## src/rtl/i2s_sample_transmitter_pkg.sv

```systemverilog
// rtl/i2s_sample_transmitter_pkg.sv - shared I2S word-select encoding and frame geometry helpers
package i2s_sample_transmitter_pkg;

   localparam logic LRCLK_LEFT  = 1'b0;
   localparam logic LRCLK_RIGHT = 1'b1;

   function automatic int frame_bits(input int slot_bits);
      return 2 * slot_bits;
   endfunction

   function automatic int idx_width(input int n);
      return (n > 1) ? $clog2(n) : 1;
   endfunction

endpackage

```

## src/rtl/i2s_sample_transmitter_sample_fifo.sv

```systemverilog
// rtl/i2s_sample_transmitter_sample_fifo.sv - sync sample FIFO between the input handshake and the frame register
module i2s_sample_transmitter_sample_fifo #(
   parameter int WIDTH = 12,
   parameter int DEPTH = 4
) (
   input  logic             clk,
   input  logic             rst_n,
   input  logic             push,
   input  logic [WIDTH-1:0] push_data,
   input  logic             pop,
   output logic [WIDTH-1:0] head,
   output logic             full,
   output logic             empty
);
   localparam int PTR_W = (DEPTH > 1) ? $clog2(DEPTH) : 1;
   localparam logic [PTR_W:0] FULL_COUNT = (PTR_W + 1)'(DEPTH);

   logic [WIDTH-1:0] mem [DEPTH];
   logic [PTR_W-1:0] wr_ptr;
   logic [PTR_W-1:0] rd_ptr;
   logic [PTR_W:0]   count;

   assign head  = mem[rd_ptr];
   assign full  = (count == FULL_COUNT);
   assign empty = (count == '0);

   // Storage is not reset; occupancy is tracked by count alone.
   always_ff @(posedge clk) begin
      if (push) begin
         mem[wr_ptr] <= push_data;
      end
   end

   always_ff @(posedge clk or negedge rst_n) begin
      if (!rst_n) begin
         wr_ptr <= '0;
         rd_ptr <= '0;
         count  <= '0;
      end else begin
         if (push) begin
            wr_ptr <= wr_ptr + 1'b1;
         end
         if (pop) begin
            rd_ptr <= rd_ptr + 1'b1;
         end
         case ({push, pop})
            2'b10:   count <= count + 1'b1;
            2'b01:   count <= count - 1'b1;
            default: count <= count;
         endcase
      end
   end

endmodule

```

## src/rtl/i2s_sample_transmitter.sv

```systemverilog
// rtl/i2s_sample_transmitter.sv - mono sample to I2S stereo serialiser with bclk/lrclk generation
// Optional saturating underrun counter port enabled by I2S_UNDERRUN_COUNT_EN.
module i2s_sample_transmitter
   import i2s_sample_transmitter_pkg::*;
#(
   parameter int DATA_BITS  = 12,
   parameter int SLOT_BITS  = 32,
   parameter int BCLK_DIV   = 4,
   parameter int FIFO_DEPTH = 4
) (
   input  logic                 main_clk,
   input  logic                 rst_n,
   input  logic [DATA_BITS-1:0] sample_data,
   input  logic                 sample_valid,
   output logic                 sample_ready,
   output logic                 i2s_bclk,
   output logic                 i2s_lrclk,
   output logic                 i2s_sdata,
   output logic                 underrun
`ifdef I2S_UNDERRUN_COUNT_EN
   ,
   output logic [15:0]          underrun_cnt
`endif
);
   localparam int FRAME_BITS = frame_bits(SLOT_BITS);
   localparam int BC_W       = idx_width(FRAME_BITS);
   localparam int SLOT_W     = idx_width(SLOT_BITS);
   localparam int DIV_W      = idx_width(BCLK_DIV);
   localparam logic [DIV_W-1:0] DIV_LAST = DIV_W'(BCLK_DIV - 1);

   logic [DIV_W-1:0]     div_cnt;
   logic [BC_W-1:0]      bc;
   logic [BC_W-1:0]      bc_next;
   logic [DATA_BITS-1:0] frame_reg;
   logic [SLOT_BITS-1:0] slot_word;
   logic [DATA_BITS-1:0] fifo_head;
   logic                 fifo_full;
   logic                 fifo_empty;
   logic                 tick;
   logic                 fall;
   logic                 frame_start;
   logic                 push;
   logic                 pop;

   assign tick        = (div_cnt == DIV_LAST);
   assign fall        = tick & i2s_bclk;
   assign bc_next     = bc + 1'b1;
   assign frame_start = fall & (bc_next == '0);
   assign push        = sample_valid & ~fifo_full;
   assign pop         = frame_start & ~fifo_empty;
   assign sample_ready = ~fifo_full;

   // Left-justified slot; the same word feeds both channels.
   assign slot_word = {frame_reg, {(SLOT_BITS - DATA_BITS){1'b0}}};

   i2s_sample_transmitter_sample_fifo #(
      .WIDTH (DATA_BITS),
      .DEPTH (FIFO_DEPTH)
   ) u_sample_fifo (
      .clk       (main_clk),
      .rst_n     (rst_n),
      .push      (push),
      .push_data (sample_data),
      .pop       (pop),
      .head      (fifo_head),
      .full      (fifo_full),
      .empty     (fifo_empty)
   );

   always_ff @(posedge main_clk or negedge rst_n) begin
      if (!rst_n) begin
         div_cnt   <= '0;
         i2s_bclk  <= 1'b0;
         bc        <= '0;
         i2s_lrclk <= LRCLK_LEFT;
         i2s_sdata <= 1'b0;
         frame_reg <= '0;
         underrun  <= 1'b0;
      end else begin
         underrun <= 1'b0;
         div_cnt  <= tick ? '0 : div_cnt + 1'b1;
         if (tick) begin
            i2s_bclk <= ~i2s_bclk;
         end
         // The old bc selects the bit, giving the one-bclk I2S delay; at frame start
         // this still reads the previous frame_reg for the trailing right LSB.
         if (fall) begin
            bc        <= bc_next;
            i2s_lrclk <= bc_next[BC_W-1] ? LRCLK_RIGHT : LRCLK_LEFT;
            i2s_sdata <= slot_word[~bc[SLOT_W-1:0]];
         end
         if (frame_start) begin
            frame_reg <= fifo_empty ? '0 : fifo_head;
            underrun  <= fifo_empty;
         end
      end
   end

`ifdef I2S_UNDERRUN_COUNT_EN
   always_ff @(posedge main_clk or negedge rst_n) begin
      if (!rst_n) begin
         underrun_cnt <= '0;
      end else if (underrun && (underrun_cnt != 16'hFFFF)) begin
         underrun_cnt <= underrun_cnt + 16'd1;
      end
   end
`endif

endmodule

```

## config.mk

```make
export PLATFORM = sky130hd
export DESIGN_NAME = i2s_sample_transmitter
export DESIGN_NICKNAME = d
export VERILOG_FILES = /design/src/rtl/i2s_sample_transmitter_pkg.sv /design/src/rtl/i2s_sample_transmitter_sample_fifo.sv /design/src/rtl/i2s_sample_transmitter.sv
export SDC_FILE = /design/constraint.sdc
export NUM_CORES = 1
export LEC_CHECK = 0
export ABC_AREA = 1
export ABC_CLOCK_PERIOD_IN_PS = 3500
export CORE_MARGIN = 2
export CORE_UTILIZATION = 30
export CTS_BUF_LIST = sky130_fd_sc_hd__clkbuf_4 sky130_fd_sc_hd__clkbuf_8
export DETAILED_ROUTE_END_ITERATION = 12
export GPL_ROUTABILITY_DRIVEN = 0
export HOLD_SLACK_MARGIN = 0.08
export PLACE_DENSITY = 0.53
export SETUP_SLACK_MARGIN = 0.15
export SYNTH_ARGS = -nofsm -noshare
export SYNTH_HDL_FRONTEND = slang
export SYNTH_SLANG_ARGS = --single-unit
```

## constraint.sdc

```tcl
create_clock -name main_clk -period 3.5 [get_ports main_clk]
set_input_delay 0.525 -clock main_clk [delete_from_list [all_inputs] [get_ports main_clk]]
set_output_delay 0.525 -clock main_clk [all_outputs]
set_load 0.01 [all_outputs]
```

### After elaboration in Yosys (flattened, before gate mapping)

Memories as Yosys holds them, arrays and structs flattened.
Cells that the tools add are included.

| operators by class | value |
|---|---|
| multiplexer cells | 9 |
| magnitude comparators | 1 |
| eq/ne operators | 4 |
| reduce and logical (&&, ||, !) cells | 3 |
| add/sub/neg operators | 6 |
| bitwise logic cells | 8 |

Operator list:

| operator | number |
|---|---|
| 2-to-1 mux 12 bit | 1 |
| adder 2 x 1 -> 2 bit (second input constant) | 3 |
| adder 6 x 1 -> 6 bit (second input constant) | 1 |
| logical NOT 6 bit | 1 |
| less-than comparator 5 x 6 -> 1 bit (second input constant) | 1 |
| one-hot mux 3 bit (2 select lines) | 1 |
| binary-select mux 1 bit (select 5 bit) | 1 |
| 2-to-1 mux 1 bit | 5 |
| inverter 5 bit | 1 |
| bitwise AND 1 bit | 4 |
| == test 2 bit (second input constant) | 2 |
| adder 3 x 1 -> 3 bit (second input constant) | 1 |
| == test 3 bit (second input constant) | 1 |
| logical NOT 3 bit | 1 |
| inverter 1 bit | 3 |
| subtractor 3 x 1 -> 3 bit (second input constant) | 1 |
| == test 2 x 1 -> 1 bit (second input constant) | 1 |
| 2-to-1 mux 2 bit | 1 |
| nonzero test 2 bit | 1 |

| storage, ports and cells | value |
|---|---|
| RAM bits | 48 |
| input port bits | 15 |
| memories kept | 1 |
| flip-flop bits (word level) | 31 |
| logic and storage cells | 42 |

Memories:

| name | words | width | rd ports | clocked after Yosys merged registers in | write ports | RTL line | RTL |
|---|---|---|---|---|---|---|---|
| u_sample_fifo.mem | 4 | 12 | 1 | 0 | 1 | i2s_sample_transmitter_sample_fifo.sv:18 | `logic [WIDTH-1:0] mem [DEPTH];` |

### Longest topological paths before layout

| depth | value |
|---|---|
| depth after elaboration | 6 |
| depth in mapped cells | 15 |
| mapped depth without buffers | 15 |

### By module

A second synthesis with hierarchy kept.

| unflattened totals | value |
|---|---|
| cells, all modules | 370 |
| area total of the unflattened synthesis | 3,689.8 um^2 |

Modules (own cells, without submodules):

| module | cells an instance | times used | sequential area each (um^2) | area an instance (um^2) |
|---|---|---|---|---|
| i2s_sample_transmitter_sample_fifo | 189 | 1 | 1,616.6 | 2,352.3 |
| i2s_sample_transmitter | 181 | 1 | 575.6 | 1,337.5 |

### Worst setup path before layout

No wires, ideal clock.

| timing | value |
|---|---|
| path type | reg2reg |
| start point | reg bc[1] |
| end point | reg u_sample_fifo.count[2] |
| setup time | 0.124 ns |
| arrival | 2.217 ns |
| setup slack | 1.158 ns |
| stages on the path, launching flop included | 16 |
| period minus slack after synthesis | 2.342 ns |
| path through | dfrtp_1 ha_1 inv_1 nand2_1 nand2_1 nor2_2 nand2_1 nor2_4 nand3_1 inv_1 ha_1 inv_1 fa_1 a21oi_1 o21ai_0 xnor2_1 |

| between the ends | value |
|---|---|
| longest elaborated chain between the ends | 6 |

Ends and longest elaborated chain:

| item | RTL line | RTL |
|---|---|---|
| from (decl) | i2s_sample_transmitter.sv:32 | `logic [BC_W-1:0] bc;` |
| from (signal assigned) | i2s_sample_transmitter.sv:88 | `bc <= bc_next;` |
| adder 6 x 1 -> 6 bit (*) | i2s_sample_transmitter.sv:47 | `assign bc_next = bc + 1'b1;` |
| logical NOT 6 bit (*) | i2s_sample_transmitter.sv:48 | `assign frame_start = fall & (bc_next == '0);` |
| bitwise AND 1 bit (*) | i2s_sample_transmitter.sv:48 |  |
| bitwise AND 1 bit (*) | i2s_sample_transmitter.sv:50 | `assign pop = frame_start & ~fifo_empty;` |
| net pop | i2s_sample_transmitter.sv:43 | `logic pop;` |
| == test 2 x 1 -> 1 bit / == test 2 bit (equally long branches) | i2s_sample_transmitter_sample_fifo.sv:46 | `case ({push, pop})` |
| one-hot mux 3 bit (2 select lines) / nonzero test 2 bit (equally long branches) | -- |  |
| to (signal assigned) | i2s_sample_transmitter_sample_fifo.sv:47 | `2'b10: count <= count + 1'b1;` |
| to (signal assigned) | i2s_sample_transmitter_sample_fifo.sv:48 | `2'b01: count <= count - 1'b1;` |
| to (signal assigned) | i2s_sample_transmitter_sample_fifo.sv:49 | `default: count <= count;` |
| to (decl) | i2s_sample_transmitter_sample_fifo.sv:21 | `logic [PTR_W:0] count;` |

Mark *: on every way through the listed nets, which the timed path passes. The rest lies on a longest branch.
A chain may end at the register's enable or synchronous reset.

### Worst setup path in the final report

| timing | value |
|---|---|
| start point | reg bc[0] |
| end point | reg u_sample_fifo.count[2] |

The elaborated chain is that of the path after synthesis.

==> results.rst <==
.. list-table::
   :header-rows: 1

   * - Metric
     - Value
   * - Result of the run
     - completed
   * - Post-Place Setup Slack
     - about 0.84 ns
   * - Worst supply voltage drop on vdd
     - about 0.00034 V
   * - Xor-xnor portion of the synthesized cell area
     - between 1 and 1.5%
   * - Category of the worst setup path capture point
     - flop
   * - Clock buffer count from CTS
     - 9
   * - Leading register cell type out of synthesis
     - edfxtp_1
   * - Mean routed wirelength per cell
     - around 13 um
   * - DIE HEIGHT
     - around 110 um
   * - Critical path start-end classification
     - reg -> reg
   * - Total power density per cell area
     - 567 nW/um^2
   * - Top Ports
     - 20
   * - Vias after detailed routing
     - approximately 2200
   * - Critical Path Fanout Max
     - 12
   * - Post-synthesis mux area share
     - 0%
   * - Total grt overflow
     - 0
   * - Final setup margin
     - 0.859 ns
   * - Minimum hold slack
     - between 0.4 and 0.5 ns
   * - Max reg flops
     - 48
   * - Fin crit period
     - between 2 and 3 ns
   * - Synth Area in Compound Gates
     - 10.7%
   * - Number of failing hold endpoints at the final stage
     - 0
   * - Static leakage
     - ~0.0016 uW
   * - Data required time at the worst endpoint
     - approximately 3.7 ns
   * - Fraction of the yosys area taken by sequential cells
     - approximately 64%
   * - DRC violation count after routing
     - 0
   * - PostCTS Resize Cnt
     - 0
   * - Total inserted antenna cells
     - 0
   * - Detailed Routing Iterations Pass 1
     - 6
   * - Synthesis Warnings
     - 0
   * - Core ar.
     - between 10000 and 15000 sq um
   * - Avg Vias per Cell
     - between 4 and 5
   * - Number of global-route vias before repair
     - ~2300
   * - Average cell area after synthesis
     - around 11 sq um
   * - Fraction of the mapped netlist area in simple logic gates
     - between 10% and 20%
   * - Synthesized netlist cell count
     - roughly 320
   * - Finished layout cell area
     - between 3000 and 4000 sq um
   * - Area growth syn-to-layout
     - 16.6%
   * - Root buffer selected by CTS
     - clkbuf_8
   * - Top cell types by occurrence after synthesis
     - nor2_1 (51), edfxtp_1 (48), nand2_1 (48)
   * - Iter 0 DRT Violations
     - 68
   * - Achievable clock frequency
     - 0.379 GHz
   * - Worst relative slew slack
     - 41.4%
   * - Clock tree from TritonCTS
     - yes
   * - Adder-Cell Fraction of Synth Area
     - around 3.5%
   * - Antenna viol nets, final
     - 0
   * - Number of enable flip-flop cells after synthesis
     - 48
   * - Net Count, Synth
     - around 340
   * - Combinational family with the most area after synthesis
     - simple AND/OR/NAND/NOR gates
   * - H-tree levels
     - 3
   * - Power after layout
     - 2270 uW
   * - Port Buffer Count
     - 19
   * - Post-CTS setup-driven buffer insertion count
     - 0
   * - Global-route usage over all layers
     - between 10% and 20%
   * - Mapped Area
     - about 3400 sq um
   * - Worst-Margin Slew
     - between 0.8 and 0.9 ns
   * - Synth cell types
     - 26
   * - Clock tree skew after final layout
     - 0.00901 ns
   * - Nature of the critical path startpoint
     - flop
   * - Final setup TNS
     - 0 ns
   * - Most instantiated library cell after synthesis
     - nor2_1
   * - Proportion of layout cells with a drive suffix above 1
     - ~14%
   * - Worst-skew pair later-pin latency
     - 0.35 ns
   * - Clk pin slew, worst setup/hold paths
     - roughly 0.09 ns
   * - Number of maximum-capacitance constraint violations
     - 0
   * - Routed Wire Length
     - 6140 um
   * - Share of flip-flops with an asynchronous set or reset
     - 38.5%
   * - Net total in the final layout
     - ~370
   * - Cts-stage hold buffer count
     - 0
   * - Cell type contributing the most total cell area after synthesis
     - edfxtp_1
   * - Number of clock sinks seen by CTS
     - 78
   * - Area after detailed placement
     - 3770 sq um
   * - Largest cells by area after synthesis
     - edfxtp_1 (42%), dfrtp_1 (22%), o21ai_0 (6.7%), nor2_1 (5.6%), nand2_1 (5.3%)
   * - Starting utilization of the core area
     - about 30%
   * - Clk buf depth
     - 2
   * - Fraction of the cycle the final worst path needs
     - roughly 75%
   * - Die width
     - between 100 and 150 um
   * - Worst hold-check path type
     - reg -> reg
   * - Initial antenna violation count
     - 0
   * - Floorplan die area
     - between 10000 and 15000 sq um
   * - Pin count of the biggest net entering global routing
     - 31
   * - Row count
     - 39
   * - Share of the synthesized area in the top cell type
     - between 40% and 50%
   * - Setup repair after global routing missed its margin
     - false
   * - Final number of setup-violating endpoints
     - 0
   * - Flip-flop and latch count after synthesis
     - 78
   * - Wire length of the first global-routing pass
     - roughly 11000 um
   * - Half-perimeter wire length of the detailed placement result
     - just under 4000 um
   * - Data arrival time at the worst-slack endpoint
     - between 2 and 3 ns
   * - Final-report max-slew violation count
     - 0
==> metrics by stage <==
| stage | cells | utilization (%) |
|---|---|---|
| detailed placement | 473 | 33.4 |
| floorplan | 318 | - |
| global route | 489 | 35.5 |
| global placement | 473 | 33.4 |
| finish | 489 | 35.5 |
| CTS | 489 | 35.5 |
==> cell type report <==
type | instances | area (sq um)
inverter | 23 | 86.3
fill | 1118 | 7270
clock buffer | 9 | 124
tap | 143 | 179
sequential | 78 | 2190
timing repair buffer | 25 | 235
multi-input combinational | 204 | 1080
clock inverter | 7 | 104
==> layer usage <==
| metal | up-vias | share of wire, % | routed length (um) | track usage [%] |
|---|---|---|---|---|
| met3 | 13 | 3.0 | 185 | 2.08 |
| li1 | 1113 | - | - | - |
| met1 | 1012 | 50 | 3080 | 14.2 |
| met2 | 31 | 45 | 2750 | 17.5 |
| met5 | - | 0 | 0 | 0 |
| met4 | 0 | 1.9 | 119 | 4.92 |
==> cell families (layout without fill, tap and decap cells) <==
group,after synthesis,in the layout
adder cells (fa/ha/maj),9,9
AO/OA/AOI/OAI,64,64
flip-flops,78,78
XOR/XNOR,5,5
buffers and inverters,36,64
AND/OR/NAND/NOR,126,126
==> report_power, final <==
part | total, uW | switching, uW | internal (uW)
Combinational | 331 | 219 | 111
Sequential | 1170 | 43.3 | 1130
Clock | 766 | 355 | 411
==> cells in the final DEF, fill, tap and decap left out, drive strengths merged <==
cell type and n:
nor2 55, ha 8, dfrtp 30, clkinvlp 2, a21oi 5, nand4 4
nand2 57, clkbuf 9, xnor2 2, xor2 3, inv 26, fa 1
clkdlybuf4s50 19, edfxtp 48, nand3 9, bufinv 2, buf 6, o21ai 59
nor3 1
==> worst max-delay path: stages, from the launching register on <==
cell	delay, ns
dfrtp_1	0.58
ha_1	0.28
inv_1	0.05
nand2_1	0.05
nand2_1	0.07
nor2_2	0.10
nand2_1	0.10
nor2_4	0.14
nand3_1	0.13
inv_1	0.08
ha_1	0.13
inv_1	0.07
fa_1	0.38
a21oi_1	0.14
o21ai_0	0.11
xnor2_1	0.14
==> final timing paths <==
path,depth (start not counted),slack (ns),endpoint,startpoint
max,15,0.86,u_sample_fifo.count[2],bc[0]
min,1,0.43,div_cnt[0],div_cnt[0]
max reg2reg,15,0.86,u_sample_fifo.count[2],bc[0]
min reg2reg,1,0.43,div_cnt[0],div_cnt[0]
max in group asynchronous,2,2.65,frame_reg[4],rst_n
min in group asynchronous,2,0.56,u_sample_fifo.count[0],rst_n
No activity file was read; power rests on OpenSTA's default activity.
